## config.mk

```make
export PLATFORM = sky130hd
export DESIGN_NAME = adder_seq_ctrl
export DESIGN_NICKNAME = d
export VERILOG_FILES = /design/src/rtl/adder_seq_pkg.sv /design/src/rtl/adder_seq_ctrl_nibble_add4.sv /design/src/rtl/adder_seq_ctrl.sv
export SDC_FILE = /design/constraint.sdc
export NUM_CORES = 1
export LEC_CHECK = 0
export BUFFER_PORTS_ARGS = -buffer_cell sky130_fd_sc_hd__buf_4
export CAP_MARGIN = 20
export CELL_PAD_IN_SITES_DETAIL_PLACEMENT = 1
export CELL_PAD_IN_SITES_GLOBAL_PLACEMENT = 2
export CORE_MARGIN = 8
export CORE_UTILIZATION = 28
export CTS_CLUSTER_SIZE = 25
export DETAILED_ROUTE_END_ITERATION = 8
export PLACE_DENSITY = 0.81
export SYNTH_ARGS = -nofsm -noshare
export SYNTH_HDL_FRONTEND = slang
export SYNTH_SLANG_ARGS = --single-unit
export TNS_END_PERCENT = 1
```

## constraint.sdc

```tcl
create_clock -name clk -period 2.67 [get_ports clk]
set_clock_uncertainty 0.2 [all_clocks]
set_input_delay 0.534 -clock clk [delete_from_list [all_inputs] [get_ports clk]]
set_output_delay 0.534 -clock clk [all_outputs]
set_load 0.03 [all_outputs]
```

## src/rtl/adder_seq_pkg.sv

```systemverilog
// Shared types and constants for the nibble-serial adder sequencer.
// Provides the FSM state enum, slice width and index-width helper.
package adder_seq_pkg;

    typedef enum logic [1:0] {
        IDLE = 2'd0,
        RUN  = 2'd1,
        DONE = 2'd2
    } state_t;

    localparam int NIB_W = 4;

    // Width of the nibble index; never below one bit.
    function automatic int idx_w(input int nib);
        return (nib > 1) ? $clog2(nib) : 1;
    endfunction

endpackage

```

## src/rtl/adder_seq_ctrl_nibble_add4.sv

```systemverilog
// Combinational 4-bit adder slice shared by every nibble step.
// Ports: a4, b4, cin in; s4 sum and cout carry out.
module nibble_add4 (
    input  logic [3:0] a4,
    input  logic [3:0] b4,
    input  logic       cin,
    output logic [3:0] s4,
    output logic       cout
);

    assign {cout, s4} = 5'(a4) + 5'(b4) + 5'(cin);

endmodule

```

## src/rtl/adder_seq_ctrl.sv

```systemverilog
// Wide adder built from one 4-bit slice, one nibble per clock, LSB first.
// Ports: clk, rst (sync, active-high); in_valid/in_ready with a, b,
// c_in, sub; out_valid/out_ready with sum, c_out; busy while running.
// Optional macro ADDER_SUB_EN: sub=1 computes a-b (c_out=1 => no borrow).
module adder_seq_ctrl
    import adder_seq_pkg::*;
#(
    parameter int WIDTH = 16
) (
    input  logic             clk,
    input  logic             rst,
    input  logic             in_valid,
    output logic             in_ready,
    input  logic [WIDTH-1:0] a,
    input  logic [WIDTH-1:0] b,
    input  logic             c_in,
    input  logic             sub,
    output logic             out_valid,
    input  logic             out_ready,
    output logic [WIDTH-1:0] sum,
    output logic             c_out,
    output logic             busy
);

    localparam int NIB = WIDTH / NIB_W;
    localparam int IW  = idx_w(NIB);

    state_t state, state_n;

    logic [IW-1:0]    idx;
    logic [WIDTH-1:0] op_a;
    logic [WIDTH-1:0] op_b;
    logic             carry_q;
    logic [WIDTH-1:0] sum_q;
    logic             c_out_q;

    logic [IW+1:0]    base;
    logic [3:0]       s4;
    logic             c4;
    logic             last;
    logic             accept;

    logic [WIDTH-1:0] b_ld;
    logic             cin_ld;

`ifdef ADDER_SUB_EN
    // Subtract as a + ~b + 1; the forced carry replaces c_in.
    assign b_ld   = sub ? ~b : b;
    assign cin_ld = sub ? 1'b1 : c_in;
`else
    logic unused_sub;
    assign unused_sub = sub;
    assign b_ld       = b;
    assign cin_ld     = c_in;
`endif

    assign base   = {idx, 2'b00};
    assign last   = (idx == IW'(NIB - 1));
    assign accept = (state == IDLE) && in_valid;

    nibble_add4 u_slice (
        .a4  (op_a[base +: NIB_W]),
        .b4  (op_b[base +: NIB_W]),
        .cin (carry_q),
        .s4  (s4),
        .cout(c4)
    );

    always_ff @(posedge clk) begin
        if (rst) begin
            state <= IDLE;
        end else begin
            state <= state_n;
        end
    end

    always_comb begin
        state_n = state;
        unique case (state)
            IDLE: if (in_valid) state_n = RUN;
            RUN:  if (last) state_n = DONE;
            DONE: if (out_ready) state_n = IDLE;
            default: state_n = IDLE;
        endcase
    end

    always_ff @(posedge clk) begin
        if (rst) begin
            idx     <= '0;
            op_a    <= '0;
            op_b    <= '0;
            carry_q <= 1'b0;
            sum_q   <= '0;
            c_out_q <= 1'b0;
        end else if (accept) begin
            // sum_q is left alone; each nibble is overwritten in RUN.
            idx     <= '0;
            op_a    <= a;
            op_b    <= b_ld;
            carry_q <= cin_ld;
        end else if (state == RUN) begin
            sum_q[base +: NIB_W] <= s4;
            carry_q              <= c4;
            idx                  <= last ? '0 : idx + IW'(1);
            if (last) begin
                c_out_q <= c4;
            end
        end
    end

    assign in_ready  = (state == IDLE);
    assign out_valid = (state == DONE);
    assign busy      = (state == RUN);
    assign sum       = sum_q;
    assign c_out     = c_out_q;

endmodule
```

; Word level (Yosys, flattened, before mapping)
; Cells that the tools add are included.
[word_totals]
register_bits = 54
output_inout_bits = 20
elab_cells = 37
[op_classes]
add_sub_neg = 4
eq_ne = 6
n_shift = 4
mux = 8
n_bitwise = 1
reduce_logical = 7
[ops]
columns = cell, n
row1 = 16-bit by 5-bit variable part select with 4-bit output, 2
row2 = 16-bit bitwise mux, 1
row3 = "4-bit by 6-bit variable shift with 16-bit output, first input constant", 1
row4 = 4-bit by 6-bit variable part select with 16-bit output, 1
row5 = 2-bit 2-to-1 mux, 4
row6 = 4-bit negation with 6-bit output, 1
row7 = 2-bit one-hot mux with 3 select lines, 1
row8 = 3-bit AND reduction, 2
row9 = 4-bit by 4-bit adder with 5-bit output, 1
row10 = 5-bit by 1-bit adder with 5-bit output, 1
row11 = "2-bit equality test, second input constant", 2
row12 = "2-bit by 1-bit inequality test with 1-bit output, second input constant", 2
row13 = "2-bit by 1-bit adder with 2-bit output, second input constant", 1
row14 = "2-bit by 1-bit equality test with 1-bit output, second input constant", 1
row15 = 2-bit logical NOT, 1
row16 = 1-bit 2-to-1 mux, 2
row17 = "2-bit inequality test, second input constant", 1
row18 = 2-bit AND reduction, 1
row19 = 2-bit nonzero test, 1
row20 = 2-bit OR reduction, 1
row21 = 1-bit logical AND, 1
row22 = 1-bit NOT, 1

; Logic depth before layout (Yosys ltp)
; Gate-level depths: netlist of the first run.
[depth]
ltp_word = 5
mapped_depth = 8
mapped_depth_nobuf = 7

; Hierarchy
; From an unflattened synthesis of the first run, not the netlist that was laid out.
[hier_totals]
hier_cells = 258
hier_area_um2 = 2426.1
[modules_own_cells]
columns = mod, n_inst, cells_per_inst, area_each_um2
row1 = adder_seq_ctrl, 1, 242, 2282.2
row2 = nibble_add4, 1, 16, 143.9

; Least setup slack after synthesis of the first run
; OpenSTA, ideal clock, no wires.
[synth_timing]
path_type = register to register
startpoint = register idx[0]
endpoint = register carry_q
arrival_ns = 2.606
required_ns = 2.338
path_slack_ns = -0.269
stages_incl_launch_ff = 9
n_path_buf = 1
path_cell_list = dfxtp_1 buf_4 mux4_2 fa_1 fa_1 a21o_1 a21oi_1 a211o_1 a21oi_1
[synth_via]
elab_chain_len = 5
word_cells_on_any_way = 6
[synth_lines]
columns = item, line_no
row1 = "start, declared", adder_seq_ctrl.sv:30  ; logic [IW-1:0] idx;
row2 = "start signal, assigned", adder_seq_ctrl.sv:104  ; idx <= last ? '0 : idx + IW'(1);
row3 = "16-bit by 5-bit variable part select with 4-bit output, on equally long branches", "adder_seq_ctrl.sv:62, adder_seq_ctrl.sv:63"
row4 = 4-bit by 4-bit adder with 5-bit output *, adder_seq_ctrl_nibble_add4.sv:11  ; assign {cout, s4} = 5'(a4) + 5'(b4) + 5'(cin);
row5 = 5-bit by 1-bit adder with 5-bit output *, adder_seq_ctrl_nibble_add4.sv:11
row6 = 1-bit 2-to-1 mux *, adder_seq_ctrl.sv:101  ; end else if (state == RUN) begin
row7 = 1-bit 2-to-1 mux *, adder_seq_ctrl.sv:95  ; end else if (accept) begin
row8 = "end signal, assigned", adder_seq_ctrl.sv:100  ; carry_q <= cin_ld;
row9 = "end, declared", adder_seq_ctrl.sv:33  ; logic carry_q;
; Every way passes the cells marked *; elsewhere a longest branch is shown, timed or not. The select of a mux whose other input is x is not followed.
; A chain may end at the register's enable or synchronous reset.

; Worst setup path in the final report of the first run
; Same ends and word-level chain as after synthesis.

==> results of run 1 <==
final timing paths:
path	start	end	slack (ns)
max	idx[0]	carry_q	0.11
min	b[11]	op_b[11]	0.26
max reg2reg	idx[0]	carry_q	0.11
min reg2reg	op_a[3]	op_a[3]	0.26
repair_timing:
| action | CTS | global route |
|---|---|---|
| resized for setup | 0 | 1 |
| hold endpoints to repair | 0 | 0 |
| setup endpoints to repair | 0 | 2 |
| buffers inserted | 0 | 1 |
worst reg2reg max path, cell delays in order, from the launching register on:
cell	delay, ns
dfxtp_4	0.39
mux4_2	0.53
fa_2	0.40
fa_2	0.37
a21o_1	0.20
a21oi_2	0.15
a211o_1	0.14
a21oi_1	0.06
area by class of cell:
cell class                      count  area [µm²]
Clock buffer                        5        68.8
Clock inverter                      3        21.3
Fill cell                         986        5230
Inverter                            4        15.0
Multi-Input combinational cell    189        1190
Sequential cell                    54        1080
Tap cell                          105         131
Timing Repair Buffer               63         473
registers in the layout, indices dropped and copies added (netlist names):
signal / count
carry_q: 1
c_out: 1
sum: 16
idx: 2
state: 2
op_b: 16
op_a: 16
power breakdown:
part           internal [µW]  leakage (µW)  switching, µW  total [µW]
logic                    119      0.000768            147         265
registers                841      0.000442           21.2         863
clock network            185     0.0000441            284         469
total                   1150       0.00125            451        1600
routing by layer:
layer	part of all wire [%]	track usage, %	routed length [µm]
met5	0	0	0
met3	3.7	2.62	232
met1	45	13.1	2800
met4	1.7	4.46	104
met2	49	18.1	3070
Yosys cell counts:
library cell	number
ha_1	9
and2_4	1
buf_1	1
and3b_2	1
a21oi_1	39
a32oi_1	2
nand2b_4	1
clkbuf_1	5
or2_2	1
nor4_2	1
and3_2	1
nand2_1	74
nand3_1	3
nor2_1	20
mux4_2	7
nor3_1	3
a21o_1	2
nor4_4	1
a211o_1	2
mux4_1	1
and2b_1	1
buf_2	4
dfxtp_1	54
buf_6	2
a311oi_1	1
inv_1	4
a22oi_1	13
and4bb_1	1
fa_1	2
nor2_2	1
buf_4	4
xor2_1	1
through the flow:
stage / hold slack, ns / cells / setup WS (ns) / total power, µW / utilization, %
5_1_grt: 0.246 / 423 / 0.0299 / 1680 / 36.4
3_5_place_dp: 0.246 / 414 / 0.0312 / 1150 / 35.1
2_1_floorplan: 0.232 / 263 / 0.0382 / 1050 / -
3_3_place_gp: 0.241 / 414 / 0.0461 / 1140 / 35.1
6_report: 0.256 / 423 / 0.111 / 1600 / 36.4
4_1_cts: 0.253 / 422 / 0.0222 / 1610 / 36.2
cells by family after synthesis:
kind of cell | Yosys count | synth area share [%]
flip-flops | 54 | 45.5
multiplexers | 8 | 7.74
AO/OA/AOI/OAI | 59 | 14.8
buffers and inverters | 20 | 4.63
adder cells (fa/ha/maj) | 11 | 6.42
AND/OR/NAND/NOR | 110 | 20.6
XOR/XNOR | 1 | 0.368
==> run metrics, run 1 <==
grt total ovfl=0; mapped cell area=2380 µm²; H-tree depth=2; height of the die=108 µm; min Tclk post-route=2.56 ns; # port buffers=56; GP Congestion=between 0.7 and 0.8; relative slew slack=between 60% and 70%; Worst path max stage delay=roughly 0.53 ns; Finished Cell Area=between 2000 and 3000 µm²; FMAX=391 MHz; DRC violations left=0; Crit path max-delay family=adder cells; CP Buf/Inv Count=0; Setup CP Type=reg -> reg; Longest Clk Path Bufs=2; layout cells sized above 1=between 20 and 30%; area growth from synthesis to layout=25.7%; crit path cell chain=mux4_2 > fa_2 > fa_2 > a21o_1 > a21oi_2 > a211o_1 > a21oi_1; Worst Tran Pin Value=0.555 ns; Vias per Instance=4.64; endpoints failing hold=0; first drt pass iteration count=4; Mean Syn Cell Area=roughly 9 µm²; crit path DAT=2.55 ns; CTS tree=yes; Tcrit/Tclk final=95.9%; largest net degree at the start of global routing=55; max_cap viols=0; sequential-to-total area share from yosys stat=between 40% and 50%; die width=about 110 µm; Num CTS Buffers=5; status=finished, final reports clean; Nets=approximately 370; most frequent cells in the layout=74 x nand2_1, 63 x buf_4, 53 x dfxtp_1, 38 x a21oi_1, 20 x nor2_1; clock latency on the worst-skew pair=0.31 ns; Initial DRC Count=50; Setup crit end kind=flip-flop; final WL=6210 µm; first-pass GRT wire length=between 10000 and 15000 µm; VDD IR max=between 0.00015 and 0.0002 V; largest cells by area after synthesis=dfxtp_1 45%, nand2_1 12%, a21oi_1 8.2%; Critical Path Slowest Stage Cell=mux4_2; crit start category=flip-flop; final-report max-slew violation count=0; num rows=33; Syn Nets=around 310; Seq cells post-synth=54; most common cell after layout, fill and taps aside=nand2_1; via count=between 1500 and 2000; number of global-route vias before repair=2140; clock transition at the registers of the reported paths=~0.10 ns; antenna violations before repair=0; clk sinks=54; Core Box Area=slightly above 8000 µm²; placed instance area=between 2000 and 3000 µm²; Total Routing Usage GR=a little over a tenth; R2R depth=7; Lkg Pwr=roughly 0.0013 µW; Detail Route Antenna Nets=0; Synth area leader=dfxtp_1; Crit path depth=7; Synth top area share=45.5%; Finish-stage setup viols=0; setup_tns=0 ns; Worst path most repeated cell=fa_2; RSZ-0062 raised after global routing=no; antenna fix cells=0; routed len/inst=about 15 µm; cts hold-fix bufs=0; initial core utilization=~29%; HP Class=in -> reg; Boundary Pins=58; CP Data Required Time=between 2 and 3 ns; Mapped Cells=263; Ys Warns=0; PD cells=approximately 530 nW/µm²; die area=around 12000 µm²; hold path cells=3; critical path fanouts, max=5; post-DP HPWL=about 4600 µm; clk root buf=clkbuf_8; Yosys cell types=32
Note: power is estimated with default switching activity, not from simulation.
==> run 2, diff against run 1 <==
ABC_CLOCK_PERIOD_IN_PS = 2670   (was default)
PLACE_DENSITY = 0.85   (was 0.81)
==> run 2 against run 1 <==
Compared with the run above: total power is 1.9% higher; setup slack worse by 0.025 ns; highest routed layer unchanged; first-iteration DRC count up 44%; combinational power hardly changed; global-route usage shrank 0.13 points; hold slack improved by 0.0043 ns; wire length rose by 3.0%; register-to-register slack worse by 0.02 ns; final cell count is the same.
==> run metrics, run 2 (synthesis gave the netlist of run 1 again) <==
status=finished, final reports clean; Core Box Area=8220 µm² (unchanged); CP Data Required Time=2.65 ns (about the same); cts hold-fix bufs=0 (unchanged); Finish-stage setup viols=0 (unchanged); Initial DRC Count=72 (+44%); crit path DAT=2.57 ns (+0.02 ns); Power, Total=1630 µW (+1.9%); WHS=0.260 ns (+0.00434 ns); Longest Clk Path Bufs=2 (unchanged); Worst path max stage delay=0.53 ns (about the same); routed len/inst=15.1 µm (+3.0%); Setup CP Type=reg -> reg; antenna violations before repair=0 (unchanged); Tcrit/Tclk final=96.8% (+0.93 points); height of the die=108 µm (unchanged); GP Congestion=0.714 (-1.7%); Lkg Pwr=0.00126 µW (+0.52%); Total Routing Usage GR=10.7% (-0.13 points); # port buffers=56 (unchanged); crit path cell chain=mux4_2 > fa_2 > fa_2 > a21o_1 > a21oi_2 > a211o_1 > a21oi_1; clock latency on the worst-skew pair=0.31 ns (about the same); num rows=33 (unchanged); switching part of the total=28.9% (+0.61 points); Detail Route Antenna Nets=0 (unchanged); Nets=366 (unchanged); initial core utilization=28.9% (unchanged); Crit path max-delay family=adder cells; grt total ovfl=0 (unchanged); post-DP HPWL=4660 µm (+2.1%); H-tree depth=2 (unchanged); PD cells=543 nW/µm² (+1.6%); first-pass GRT wire length=10100 µm (-0.68%); CP Buf/Inv Count=0 (unchanged); Comb power frac=16.2% (-0.4 points); critical path fanouts, max=5 (unchanged); Switch Pwr=470 µW (+4.1%); crit start category=flip-flop; setup_tns=0 ns (unchanged); Int Pwr=1160 µW (+1.0%); layout cells sized above 1=28.3% (unchanged); number of global-route vias before repair=2160 (+0.93%); area growth from synthesis to layout=26.1%; Worst Tran Pin Value=0.562 ns (+0.00689 ns); Num CTS Buffers=5 (unchanged); max_cap viols=0 (unchanged); Worst path most repeated cell=fa_2; most common cell after layout, fill and taps aside=nand2_1; Boundary Pins=58 (unchanged); Placed Cells=414 (unchanged); die width=108 µm (unchanged); HP Class=in -> reg; first drt pass iteration count=4 (unchanged); antenna fix cells=0 (unchanged); Vias per Instance=4.71 (+1.6%); final WL=6400 µm (+3.0%); final-report max-slew violation count=0 (unchanged); clk root buf=clkbuf_8; FMAX=387 MHz (-0.96%); non-filler cells, final=423 (unchanged); endpoints failing hold=0 (unchanged); clock transition at the registers of the reported paths=0.11 ns (about the same); clk sinks=54 (unchanged); relative slew slack=62.5% (-0.46 points); Clk pwr share=30.7% (+1.3 points); Setup crit end kind=flip-flop; CTS tree=yes; VDD IR max=0.000209 V (+10%); min Tclk post-route=2.58 ns (+0.0248 ns); largest net degree at the start of global routing=55 (unchanged); Critical Path Slowest Stage Cell=mux4_2; most frequent cells in the layout=74 x nand2_1, 63 x buf_4, 53 x dfxtp_1, 38 x a21oi_1, 20 x nor2_1; via count=1992 (+1.6%); sequential share of power=53.1% (-0.9 points); DRC violations left=0 (unchanged); die area=11700 µm² (unchanged)
==> run 2: cell types whose count changed in the layout (fill, tap and decap cells not counted) <==
| cell | delta |
|---|---|
| clkinv_2 | -1 |
| clkinvlp_4 | -1 |
| inv_6 | +1 |
| inv_8 | +1 |
==> run 2: through the flow <==
step	worst slack, ns	utilization [%]	instance area [µm²]
floorplan	0.0382	-	2390
global placement	0.0800	35.1	2890
detailed placement	0.0378	35.1	2890
CTS	0.0251	36.3	2990
global route	-0.00249	36.5	3000
finish	0.0859	36.5	3000
==> run 2: timing repair <==
action	4_1_cts	5_1_grt
setup buffers	0	1
setup endpoints to repair	0	1
gates resized for setup	0	1
==> run 2: path summary, 6_finish.rpt <==
kind | startpoint | endpoint | slack (ns) | cells after the start
worst min register to register | op_a[1] | op_a[1] | 0.26 | 2
worst max-delay path | idx[0] | carry_q | 0.09 | 7
worst min-delay path | a[7] | op_a[7] | 0.26 | 3
worst max register to register | idx[0] | carry_q | 0.09 | 7
==> run 2: layer usage <==
metal	vias to the layer above	share of wire, %	track usage [%]
li1	1002	-	-
met1	941	44	12.4
met2	43	50	19.0
met3	6	5.3	3.21
met4	0	0.70	2.28
met5	-	0	0
==> run 2: worst reg2reg max path, stage by stage, from the launching register on <==
cell and delay [ns]:
dfxtp_4 0.40, mux4_2 0.53, fa_2 0.40, fa_2 0.37
a21o_1 0.21, a21oi_2 0.16, a211o_1 0.14, a21oi_1 0.05
==> run 2: power groups by stage <==
stage               Combinational, µW  Sequential [µW]  Clock (µW)
global route                      292              868         548
global placement                  261              881           0
CTS                               267              865         513
detailed placement                265              884           0
floorplan                         168              883           0
finish                            264              863         499
==> run 2: cell type report <==
cell class / instances / area (µm²)
clock inverter: 3 / 28.8
clock buffer: 5 / 68.8
inverter: 4 / 15.0
sequential: 54 / 1080
tap: 105 / 131
fill: 982 / 5220
timing repair buffer: 63 / 473
multi-input combinational: 189 / 1190
==> run 3, diff against run 2 <==
ABC_CLOCK_PERIOD_IN_PS = 3200   (was 2670)
CORE_UTILIZATION = 34   (was 28)
PLACE_DENSITY = 0.94   (was 0.85)
SYNTH_HIERARCHICAL = 1   (was default)
clock period = 3.2 ns   (was 2.67 ns; I/O delays follow)
==> run 3 against run 2 <==
Compared with the run above: sequential share of layout area decreased by 0.91 points; global-route usage is 1.6 points higher; critical endpoint is now sum[3]; hold slack got worse by 0.0065 ns; fmax shrank 7.3%; highest routed layer unchanged; via count increased by 0.45%; combinational power fell by 12%; final cell count decreased by 3.5%.
==> run metrics, run 3 <==
Nets=361 (-1.4%); post-DP HPWL=4590 µm (-1.5%); FMAX=359 MHz (-7.3%); final WL=6130 µm (-4.1%); Worst R2R Start=idx[0]; Detail Route Antenna Nets=0 (unchanged); Mapped Cells=258 (-1.9%); relative slew slack=60.1% (-2.4 points); most frequent cells in the layout=69 x nand2_1, 61 x buf_4, 54 x dfxtp_1, 38 x a21oi_1, 11 x a22o_1; Filler Cells Inserted=827 (-16%); area growth from synthesis to layout=26.3%; FF/Latch Area=1080 µm² (-0.35%); Boundary Pins=58 (unchanged); Seq cells post-synth=54 (unchanged); non-filler cells, final=408 (-3.5%); first drt pass iteration count=4 (unchanged); Core Box Area=6870 µm² (-16%); Yosys cell types=40 (+25%); Switch Pwr=366 µW (-22%); cts hold-fix bufs=0 (unchanged); Total Routing Usage GR=12.4% (+1.6 points); min Tclk post-route=2.79 ns (+0.204 ns); CTS resizes=0 (unchanged); Clk pwr share=32.9% (+2.2 points); largest cells by area after synthesis=dfxtp_1 45%, nand2_1 11%, a21oi_1 7.8%; number of global-route vias before repair=2079 (-3.8%); clock transition at the registers of the reported paths=0.09 ns (-0.02 ns); Multi-input gate area=1230 µm² (+3.2%); Synth top area share=44.6% (-0.91 points); RSZ-0062 raised after global routing=no; most common cell after layout, fill and taps aside=nand2_1; HP Class=reg -> reg; largest net degree at the start of global routing=51 (-7.3%); Tcrit/Tclk final=87.1% (-9.6 points); Mean Syn Cell Area=9.40 µm² (+4.0%); height of the die=100 µm (-7.1%); antenna fix cells=0 (unchanged); crit start category=flip-flop; Post-CTS Setup Bufs=0 (unchanged); num rows=30 (-9.1%); layout cells sized above 1=27.6% (-0.74 points); die area=10100 µm² (-14%); clock latency on the worst-skew pair=0.30 ns (about the same); worst slack, placed=0.423 ns (+0.386 ns); endpoints failing hold=0 (unchanged); CP Data Required Time=3.24 ns (+0.59 ns); clk root buf=clkbuf_8; clk sinks=54 (unchanged); Longest Clk Path Bufs=2 (unchanged); die width=100 µm (-7.1%); GP Congestion=0.763 (+6.8%); routed len/inst=15.0 µm (-0.55%); final-report max-slew violation count=0 (unchanged); CTS tree=yes; DRC violations left=0 (unchanged); final design utilization=44.6% (+8.1 points); crit path from=idx[0]; Int Pwr=1060 µW (-8.6%); H-tree depth=2 (unchanged); sequential-to-total area share from yosys stat=44.6% (-0.91 points); Power, Total=1420 µW (-13%); Worst Tran Pin Value=0.594 ns (+0.0317 ns); mapped cell area=2430 µm² (+2.1%); # port buffers=56 (unchanged); Num CTS Buffers=5 (unchanged); via count=2001 (+0.45%); Syn Nets=307 (-1.6%); top_reg_cell synth=dfxtp_1; Initial DRC Count=98 (+36%); critical path fanouts, max=6 (+1); PD cells=465 nW/µm² (-14%); Worst Hold Launch=op_b[11]; first-pass GRT wire length=10100 µm (-0.68%); Setup CP Type=reg -> reg; max_cap viols=0 (unchanged); Post-synth EDFFs=0 (unchanged); VDD IR max=0.000161 V (-23%); Setup crit end kind=flip-flop; switching part of the total=25.7% (-3.2 points); Placed Cells=400 (-3.4%); Vias per Instance=4.90 (+4.1%); Comb power frac=16.3% (about the same); top cells by count, synth=69 x nand2_1, 54 x dfxtp_1, 38 x a21oi_1; sequential share of power=50.8% (-2.3 points); top-count cell post-synth=nand2_1; Ys Warns=6 (+6); grt total ovfl=0 (unchanged); status=finished, final reports clean; Finish-stage setup viols=0 (unchanged); crit path DAT=2.83 ns (+0.26 ns); initial core utilization=35.3% (+6.4 points); setup_tns=0 ns (unchanged); antenna violations before repair=0 (unchanged); Async SR Flop Fraction=0% (unchanged); Final WS setup=0.412 ns (+0.326 ns); Lkg Pwr=0.00125 µW (-1.2%); Synth area leader=dfxtp_1
[run 3: cell types whose count changed after synthesis, moves of 4 or more]
| cell | previous run | this run |
|---|---|---|
| a22o_1 | 0 | 11 |
| a22oi_1 | 13 | 0 |
| buf_4 | 4 | 0 |
| nor2_1 | 20 | 8 |
| nand2_1 | 74 | 69 |
[run 3: power by group through the flow]
stage | Sequential [µW] | Clock, µW | Combinational (µW)
2_1_floorplan | 738 | 0 | 145
3_3_place_gp | 737 | 0 | 222
3_5_place_dp | 739 | 0 | 229
4_1_cts | 724 | 477 | 230
5_1_grt | 728 | 505 | 256
6_report | 723 | 468 | 232
[run 3: final timing paths]
check,end,slack (ns),depth (start not counted)
setup / recovery,sum[3],0.41,8
hold / removal,op_b[11],0.25,2
setup reg to reg,sum[3],0.41,8
hold reg to reg,op_b[11],0.25,2
[run 3: cell type report]
class / instances / share of cell area, %
multi-input combinational: 181 / 40.3
sequential: 54 / 35.3
timing repair buffer: 62 / 15.8
tap: 96 / 3.92
clock buffer: 6 / 2.70
clock inverter: 1 / 0.980
inverter: 8 / 0.980
[run 3: logic make-up (layout without fill, tap and decap cells)]
group,after synthesis,after routing,share of synthesized area (%)
buffers and inverters,23,77,4.85
XOR/XNOR,2,2,0.722
flip-flops,54,54,44.6
multiplexers,9,9,7.84
adder cells (fa/ha/maj),11,11,6.29
AND/OR/NAND/NOR,99,99,20.2
AO/OA/AOI/OAI,60,60,15.5
[run 3: per-layer routing]
metal,global-route usage (%),up-vias,routed length [µm]
met4,4.19,0,68
met1,14.0,956,2650
met5,0,-,0
li1,-,1000,-
met2,22.2,41,3140
met3,2.83,4,269
[run 3: critical path, stage by stage, from the launching register on]
cell and delay, ns:
dfxtp_1 0.52, buf_4 0.22, mux4_2 0.53, ha_1 0.30, a21o_1 0.13, a21oi_2 0.06, xnor2_1 0.48, a32oi_1 0.18
nor2_1 0.11
[run 3: per-stage QoR]
step / area, µm² / hold WS [ns]
floorplan: 2430 / 0.233
global route: 3060 / 0.274
CTS: 3040 / 0.257
global placement: 2920 / 0.240
detailed placement: 2920 / 0.244
finish: 3060 / 0.254
